File: src/rtl/dbg_pkg.sv
// Shared definitions for the dbg_uart debug/POST peripheral: register map,
// status/control bit positions, TX state encoding and baud divider helper.
package dbg_pkg;

    localparam logic [2:0] DBG_REG_DATA = 3'd0;
    localparam logic [2:0] DBG_REG_STAT = 3'd1;
    localparam logic [2:0] DBG_REG_POST = 3'd2;

    localparam int STAT_BUSY = 0;
    localparam int STAT_FULL = 1;
    localparam int STAT_OVF  = 2;

    localparam int CTRL_CLR_OVF = 0;
    localparam int CTRL_FLUSH   = 1;

    typedef enum logic [1:0] {
        TX_IDLE  = 2'd0,
        TX_START = 2'd1,
        TX_DATA  = 2'd2,
        TX_STOP  = 2'd3
    } tx_state_e;

    // Cycles per serial bit, rounded to nearest.
    function automatic int calc_div(input int clk_hz, input int baud);
        return (clk_hz + baud / 2) / baud;
    endfunction

endpackage

File: src/rtl/dbg_uart_if.sv
// CPU-side I/O bus of the debug peripheral (active-low strobes and select).
interface dbg_uart_if;

    logic       IO_DBG;
    logic       WR;
    logic       RD;
    logic [2:0] ADDR;
    logic [7:0] DATA_IN;
    logic [7:0] DATA_OUT;
    logic       DATA_OE;

    modport master (
        output IO_DBG, WR, RD, ADDR, DATA_IN,
        input  DATA_OUT, DATA_OE
    );

    modport slave (
        input  IO_DBG, WR, RD, ADDR, DATA_IN,
        output DATA_OUT, DATA_OE
    );

endinterface

File: src/rtl/sync_fifo.sv
// Single-clock FIFO with flush. push is accepted only when not full and pop only
// when not empty; flush overrides both in the same cycle and empties the FIFO.
module sync_fifo #(
    parameter  int WIDTH = 8,
    parameter  int DEPTH = 16,
    localparam int AW    = $clog2(DEPTH)
) (
    input  logic             clk,
    input  logic             RESET,
    input  logic             push,
    input  logic [WIDTH-1:0] wdata,
    input  logic             pop,
    output logic [WIDTH-1:0] rdata,
    input  logic             flush,
    output logic             full,
    output logic             empty,
    output logic [AW:0]      level
);

    logic [WIDTH-1:0] mem [DEPTH];
    logic [AW-1:0]    wr_ptr;
    logic [AW-1:0]    rd_ptr;
    logic             do_push;
    logic             do_pop;

    assign do_push = push & ~full & ~flush;
    assign do_pop  = pop & ~empty & ~flush;

    always_ff @(posedge clk) begin
        if (do_push) begin
            mem[wr_ptr] <= wdata;
        end
    end

    // Pointers are AW bits and wrap naturally; level carries the extra bit.
    always_ff @(posedge clk or posedge RESET) begin
        if (RESET) begin
            wr_ptr <= '0;
            rd_ptr <= '0;
            level  <= '0;
        end else if (flush) begin
            wr_ptr <= '0;
            rd_ptr <= '0;
            level  <= '0;
        end else begin
            if (do_push) begin
                wr_ptr <= wr_ptr + AW'(1);
            end
            if (do_pop) begin
                rd_ptr <= rd_ptr + AW'(1);
            end
            case ({do_push, do_pop})
                2'b10:   level <= level + (AW+1)'(1);
                2'b01:   level <= level - (AW+1)'(1);
                default: level <= level;
            endcase
        end
    end

    assign full  = (level == (AW+1)'(DEPTH));
    assign empty = (level == '0);
    assign rdata = mem[rd_ptr];

endmodule

File: src/rtl/dbg_uart.sv
// Debug/POST peripheral: CPU writes queue bytes for an 8N1 transmitter and
// latch a POST code for the LEDs. Bus strobes are synchronised into clk.
module dbg_uart
    import dbg_pkg::*;
#(
    parameter int CLK_HZ     = 60_000_000,
    parameter int BAUD       = 115_200,
    parameter int FIFO_DEPTH = 16
) (
    input  logic       clk,
    input  logic       RESET,
    dbg_uart_if.slave  bus,
    output logic       TXD,
    output logic [7:0] POST_LED,
    output tx_state_e  dbg_state
);

    localparam int DIV = calc_div(CLK_HZ, BAUD);
    localparam int DW  = $clog2(DIV);
    localparam int LW  = $clog2(FIFO_DEPTH) + 1;

    // Bus strobe synchronisers and write edge detect
    logic [1:0] cs_sync;
    logic [1:0] wr_sync;
    logic       wr_prev;
    logic       wr_fire;
    logic       wr_data;
    logic       wr_ctrl;
    logic       wr_post;
    logic       flush_req;
    logic       clr_ovf;

    always_ff @(posedge clk or posedge RESET) begin
        if (RESET) begin
            cs_sync <= 2'b11;
            wr_sync <= 2'b11;
            wr_prev <= 1'b1;
        end else begin
            cs_sync <= {cs_sync[0], bus.IO_DBG};
            wr_sync <= {wr_sync[0], bus.WR};
            wr_prev <= wr_sync[1];
        end
    end

    // ADDR/DATA_IN are held stable by the CPU for the whole strobe, so they
    // are safe to sample directly on the firing cycle.
    assign wr_fire   = ~wr_sync[1] & wr_prev & ~cs_sync[1];
    assign wr_data   = wr_fire & (bus.ADDR == DBG_REG_DATA);
    assign wr_ctrl   = wr_fire & (bus.ADDR == DBG_REG_STAT);
    assign wr_post   = wr_fire & (bus.ADDR == DBG_REG_POST);
    assign flush_req = wr_ctrl & bus.DATA_IN[CTRL_FLUSH];
    assign clr_ovf   = wr_ctrl & bus.DATA_IN[CTRL_CLR_OVF];

    // TX FIFO
    logic          fifo_pop;
    logic [7:0]    fifo_rdata;
    logic          fifo_full;
    logic          fifo_empty;
    logic [LW-1:0] fifo_level;

    sync_fifo #(
        .WIDTH (8),
        .DEPTH (FIFO_DEPTH)
    ) u_fifo (
        .clk   (clk),
        .RESET (RESET),
        .push  (wr_data),
        .wdata (bus.DATA_IN),
        .pop   (fifo_pop),
        .rdata (fifo_rdata),
        .flush (flush_req),
        .full  (fifo_full),
        .empty (fifo_empty),
        .level (fifo_level)
    );

    // Overflow flag and POST register
    logic overflow;

    always_ff @(posedge clk or posedge RESET) begin
        if (RESET) begin
            overflow <= 1'b0;
            POST_LED <= 8'h00;
        end else begin
            if (wr_post) begin
                POST_LED <= bus.DATA_IN;
            end
            if (clr_ovf) begin
                overflow <= 1'b0;
            end else if (wr_data & fifo_full & ~flush_req) begin
                overflow <= 1'b1;
            end
        end
    end

    // TX FSM
    tx_state_e     state;
    tx_state_e     state_nxt;
    logic [7:0]    shreg;
    logic [7:0]    shreg_nxt;
    logic [2:0]    bit_cnt;
    logic [2:0]    bit_cnt_nxt;
    logic [DW-1:0] div_cnt;
    logic [DW-1:0] div_cnt_nxt;
    logic          bit_end;
    logic          tx_ready;

    assign bit_end  = (div_cnt == DW'(DIV - 1));
    // A flush in the same cycle must not let a queued byte escape into a frame.
    assign tx_ready = ~fifo_empty & ~flush_req;

    always_ff @(posedge clk or posedge RESET) begin
        if (RESET) begin
            state   <= TX_IDLE;
            shreg   <= 8'h00;
            bit_cnt <= 3'd0;
            div_cnt <= '0;
        end else begin
            state   <= state_nxt;
            shreg   <= shreg_nxt;
            bit_cnt <= bit_cnt_nxt;
            div_cnt <= div_cnt_nxt;
        end
    end

    always_comb begin
        state_nxt   = state;
        shreg_nxt   = shreg;
        bit_cnt_nxt = bit_cnt;
        div_cnt_nxt = div_cnt;
        fifo_pop    = 1'b0;

        if (state != TX_IDLE) begin
            div_cnt_nxt = bit_end ? '0 : div_cnt + DW'(1);
        end

        case (state)
            TX_IDLE: begin
                if (tx_ready) begin
                    fifo_pop    = 1'b1;
                    shreg_nxt   = fifo_rdata;
                    div_cnt_nxt = '0;
                    state_nxt   = TX_START;
                end
            end
            TX_START: begin
                if (bit_end) begin
                    bit_cnt_nxt = 3'd0;
                    state_nxt   = TX_DATA;
                end
            end
            TX_DATA: begin
                if (bit_end) begin
                    shreg_nxt   = {1'b0, shreg[7:1]};
                    bit_cnt_nxt = bit_cnt + 3'd1;
                    if (bit_cnt == 3'd7) begin
                        state_nxt = TX_STOP;
                    end
                end
            end
            TX_STOP: begin
                // Next byte goes straight into its start bit: no idle gap.
                if (bit_end) begin
                    if (tx_ready) begin
                        fifo_pop  = 1'b1;
                        shreg_nxt = fifo_rdata;
                        state_nxt = TX_START;
                    end else begin
                        state_nxt = TX_IDLE;
                    end
                end
            end
            default: state_nxt = TX_IDLE;
        endcase
    end

    // Decoded from registered state so reset forces the line high at once.
    always_comb begin
        TXD = 1'b1;
        case (state)
            TX_START: TXD = 1'b0;
            TX_DATA:  TXD = shreg[0];
            default:  TXD = 1'b1;
        endcase
    end

    assign dbg_state = state;

    // Read path
    logic busy;

    assign busy        = (state != TX_IDLE) | ~fifo_empty;
    assign bus.DATA_OE = ~bus.IO_DBG & ~bus.RD;

    always_comb begin
        bus.DATA_OUT = 8'h00;
        case (bus.ADDR)
            DBG_REG_DATA: bus.DATA_OUT = 8'(fifo_level);
            DBG_REG_STAT: begin
                bus.DATA_OUT[STAT_BUSY] = busy;
                bus.DATA_OUT[STAT_FULL] = fifo_full;
                bus.DATA_OUT[STAT_OVF]  = overflow;
            end
            DBG_REG_POST: bus.DATA_OUT = POST_LED;
            default:      bus.DATA_OUT = 8'h00;
        endcase
    end

endmodule

File: src/flat_wrapper.sv
// flat-port wrapper written by rule: the top's interface ports become plain ports
module dbg_uart_flat import dbg_pkg::*;
#(
    parameter int CLK_HZ     = 60_000_000,
    parameter int BAUD       = 115_200,
    parameter int FIFO_DEPTH = 16
)
  (clk, RESET, TXD, POST_LED, dbg_state, bus_IO_DBG, bus_WR, bus_RD, bus_ADDR, bus_DATA_IN, bus_DATA_OUT, bus_DATA_OE);
  dbg_uart_if bus_i ();
  input  logic clk;
  input  logic RESET;
  output logic TXD;
  output logic [7:0] POST_LED;
  output tx_state_e dbg_state;
  input wire logic [$bits(bus_i.IO_DBG)-1:0] bus_IO_DBG;
  input wire logic [$bits(bus_i.WR)-1:0] bus_WR;
  input wire logic [$bits(bus_i.RD)-1:0] bus_RD;
  input wire logic [$bits(bus_i.ADDR)-1:0] bus_ADDR;
  input wire logic [$bits(bus_i.DATA_IN)-1:0] bus_DATA_IN;
  output wire logic [$bits(bus_i.DATA_OUT)-1:0] bus_DATA_OUT;
  output wire logic [$bits(bus_i.DATA_OE)-1:0] bus_DATA_OE;
  assign bus_i.IO_DBG = bus_IO_DBG;
  assign bus_i.WR = bus_WR;
  assign bus_i.RD = bus_RD;
  assign bus_i.ADDR = bus_ADDR;
  assign bus_i.DATA_IN = bus_DATA_IN;
  assign bus_DATA_OUT = bus_i.DATA_OUT;
  assign bus_DATA_OE = bus_i.DATA_OE;
  dbg_uart #(.CLK_HZ(CLK_HZ), .BAUD(BAUD), .FIFO_DEPTH(FIFO_DEPTH)) u_core (.clk(clk), .RESET(RESET), .bus(bus_i), .TXD(TXD), .POST_LED(POST_LED), .dbg_state(dbg_state));
endmodule
File: config.mk
export PLATFORM = sky130hd
export DESIGN_NAME = dbg_uart_flat
export DESIGN_NICKNAME = d
export VERILOG_FILES = /design/src/rtl/dbg_pkg.sv /design/src/rtl/dbg_uart_if.sv /design/src/rtl/sync_fifo.sv /design/src/rtl/dbg_uart.sv /design/src/flat_wrapper.sv
export SDC_FILE = /design/constraint.sdc
export NUM_CORES = 1
export LEC_CHECK = 0
export ABC_AREA = 1
export CORE_MARGIN = 2
export CORE_UTILIZATION = 28
export DETAILED_ROUTE_END_ITERATION = 8
export PLACE_DENSITY_LB_ADDON = 0.05
export SETUP_SLACK_MARGIN = 0.15
export SYNTH_ARGS = -nofsm -noshare
export SYNTH_HDL_FRONTEND = slang
export SYNTH_SLANG_ARGS = --single-unit
File: constraint.sdc
create_clock -name clk -period 2.3 [get_ports clk]
set_input_delay 0.345 -clock clk [delete_from_list [all_inputs] [get_ports clk]]
set_output_delay 0.345 -clock clk [all_outputs]
set_load 0.02 [all_outputs]
==> results.yml <==
synthesis:
  ys_warn_count: 0
  syn_avg_cell_area_um2: 10.05
  yosys.cell_types.count: 38
  yosys.area_share.simple_pct: 21.37
  ys_seq_elements: 178
  netlist_area_mm2: 0.008272
  synthMuxAreaShare_pct: 0.6807
  yosysSeqAreaShare_pct: 61.67
  syn-num-nets: 857
  synth_compound_area_share_pct: 4.689
  yosys.area_share.adder_pct: 2.813
  synth_xor_area_share_pct: 1.059
  synthCells: 823
  synth_top_family_by_area: "simple AND/OR/NAND/NOR gates"
layout:
  register_area_mm2: 0.005105
  nets: 950
  multi_input_area_mm2: 0.002619
  syn_to_final_growth_pct: 22.96
  antennaDiodeCount: 0
  post_route_cells_drive_above_1_share_pct: 18.95
  fillers: 2966
  post-route-util_pct: 35.25
  design_area_mm2: 0.01017
worst_hold_path:
  hold_path.class: "in2async"
setup_path:
  cpMaxStageDelayCell: "dfrtp_2"
  reg2reg_slack_ns: 0.01
  worstPathCellList: "inv_2 > ha_2 > a21oi_4 > nand3_4 > inv_4 > ha_4 > ha_1 > a21oi_1 > o21ai_2 > xor2_1 > o22ai_1"
  startpoint_type: "flip-flop"
  cp-end-kind: "flip-flop"
  crit_cells: 11
  critical_path_buf_inv_count: 2
  r2r_cells: 11
  critPathKind: "reg2reg"
  cp-endpoint: "u_core.u_fifo.level[4]"
  critPathMaxFanout: 5
  cp.required_ns: 2.62
  cp-startpoint: "u_core.dbg_state[0]"
  r2r_end: "u_core.u_fifo.level[4]"
  rr_startpoint: "u_core.dbg_state[0]"
  max_stage_delay_ns: 0.44
  crit_family: "adder cells"
  arrival_ns: 2.60
timing:
  hold_violations: 0
  slew_headroom_pct: 61.16
  setup_viol: 0
  fin_skew_ns: 0.02133
  max_freq_mhz: 437.3
  setup_slack_ns: 0.01300
  worst_pin_slew_ns: 0.5819
  period_share_pct: 99.43
  slew_violations: 0
  period_needed_ns: 2.287
  rsz0062_at_grt: "yes"
cts:
  clk_pin_slew_worst_paths_ns: 0.08
  clk_latency_ns: 0.45
  clock_sinks: 178
  cts_max_path_buffers: 2
  numCtsBuffers: 17
  cts_tree: "built"
  cts_root_buffer: "clkbuf_16"
  ctsHoldBuffers: 0
  htreeDepth: 4
power:
  vdd_drop_max_mv: 0.3497
  powerDensity_mw_per_mm2: 765.0
  p_leak_nw: 4.287
grt:
  grt_antenna_before_repair: 0
  grt_pass1_vias: 5922
  grt_max_degree: 51
  grt_overflow: 0
  grtUsageTotal_pct: 14.89
  grt_pass1_wl_mm: 34.40
route:
  wl_mm: 21.85
  routed_via_density: 4.449
  post-route-drc-count: 0
  ant_nets: 0
  dr.pass1.iters: 5
  drt-wirelength-per-cell_um: 16.64
  dr_total_vias: 5842
  initialDrtViolationCount: 380
placement:
  post-place-ws_ns: -0.2586
  dp_hpwl_mm: 14.53
  io_buffers: 35
  dpl_cell_area_mm2: 0.009449
  place.gp.congestion: 0.7801
floorplanning:
  core-area_mm2: 0.02886
  die-area_mm2: 0.03093
  num_io_pins: 36
  fp.dieH_um: 175.9
  start_util_pct: 28.66
  rows: 62
  die_w_um: 175.9
outcome:
  status: "finished clean"
run:
  cap_viol_max_count: 0
cells in the final DEF, fill, tap and decap left out, types with 3 or more instances in the layout:
cell type,instances
xor2_1,6
inv_6,4
clkinv_8,5
o21ai_0,26
ha_1,13
inv_1,107
dfrtp_2,3
edfxtp_1,128
nor2_1,54
nand2_1,170
nand3_1,120
dfrtp_1,42
clkbuf_2,3
nor2_4,4
mux2_2,5
nor3_1,7
a21oi_1,10
inv_2,15
ha_4,3
o21ai_1,3
inv_8,3
o22ai_1,8
nor2_2,6
o211ai_1,11
clkdlybuf4s50_1,26
or2_2,6
clkbuf_16,17
nand2_2,8
dfstp_2,5
buf_4,67
xnor2_1,4
or2_0,8
logic make-up (layout without fill, tap and decap cells):
family	Yosys count	in the layout
AO/OA/AOI/OAI	66	66
XOR/XNOR	10	10
adder cells (fa/ha/maj)	18	18
buffers and inverters	154	260
flip-flops	178	178
multiplexers	5	5
AND/OR/NAND/NOR	392	392
report_power, final:
| group | total [mW] | internal (mW) | switching (mW) |
|---|---|---|---|
| logic | 1.05 | 0.401 | 0.647 |
| clock network | 3.10 | 1.59 | 1.51 |
| registers | 3.63 | 3.54 | 0.0960 |
| total | 7.78 | 5.53 | 2.25 |
flip-flops by register name (all words and copies together), names as in the netlist:
signal / cells
u_core.u_fifo.level: 5
u_core.dbg_state: 2
u_core.shreg: 8
u_core.wr_sync: 2
u_core.overflow: 1
u_core.u_fifo.wr_ptr: 4
u_core.wr_prev: 1
u_core.div_cnt: 10
u_core.cs_sync: 2
u_core.POST_LED: 8
u_core.u_fifo.mem: 128
u_core.u_fifo.rd_ptr: 4
u_core.bit_cnt: 3
routing by layer:
metal	up-vias	part of all wire, %	GRT usage, %
li1	2904	-	-
met1	2809	50	21.47
met2	112	45	22.97
met3	17	3.2	2.273
met4	0	1.6	4.787
met5	-	0	0
worst min path at each step:
stage | end | slack (ns) | cells past startpoint
after global routing | u_core.div_cnt[6] | 0.28 | 3
final | u_core.div_cnt[6] | 0.26 | 3
after CTS | u_core.div_cnt[6] | 0.28 | 3
after global placement | u_core.cs_sync[1] | 0.35 | 0
after detailed placement | u_core.wr_sync[1] | 0.35 | 0
after floorplan | u_core.cs_sync[1] | 0.35 | 0
stage by stage:
| stage | power, mW | hold slack [ns] | TNS (ns) | cells |
|---|---|---|---|---|
| floorplan | 4.290 | 0.3452 | 0 | 823 |
| global placement | 4.732 | 0.3485 | -0.7995 | 1273 |
| detailed placement | 4.737 | 0.3494 | -1.091 | 1273 |
| CTS | 7.841 | 0.2804 | -0.06015 | 1306 |
| global route | 8.144 | 0.2767 | -0.2420 | 1313 |
| finish | 7.781 | 0.2596 | 0 | 1313 |
layout make-up:
class | count | area share [%]
Sequential cell | 178 | 50.19
Multi-Input combinational cell | 491 | 25.75
Timing Repair Buffer | 104 | 8.513
Tap cell | 384 | 4.724
Inverter | 124 | 4.625
Clock buffer | 17 | 4.183
Clock inverter | 15 | 2.017
cells in the mapped netlist (all sizes together):
library cell    n  share of area [%]
o21ai          30                1.8
edfxtp        128                 46
dfrtp          45                 14
nand4           2               0.15
inv           124                5.6
nor3            8               0.54
or2            15                1.1
o22ai           8               0.61
mux2            5               0.68
nand3         123                7.7
xnor2           4               0.42
o21a            1              0.091
clkbuf          5               0.23
a31oi           2               0.15
buf            25                1.9
xor2            6               0.64
dfstp           5                1.6
a21oi          14                1.0
ha             17                2.6
o211ai         11                1.0
nor2           64                3.3
nand2         180                8.5
fa              1               0.24
worst min-delay path, delay by kind of cell:
kind / cells / cell delay [ns]
buf+inv: 3 / 0.74
timing repair:
action                     4_1_cts  5_1_grt
buffers inserted                 1        7
pin swaps                        1       13
gates resized for setup         16       27
setup endpoints to repair       13       12
Note: power is estimated with default switching activity, not from simulation.
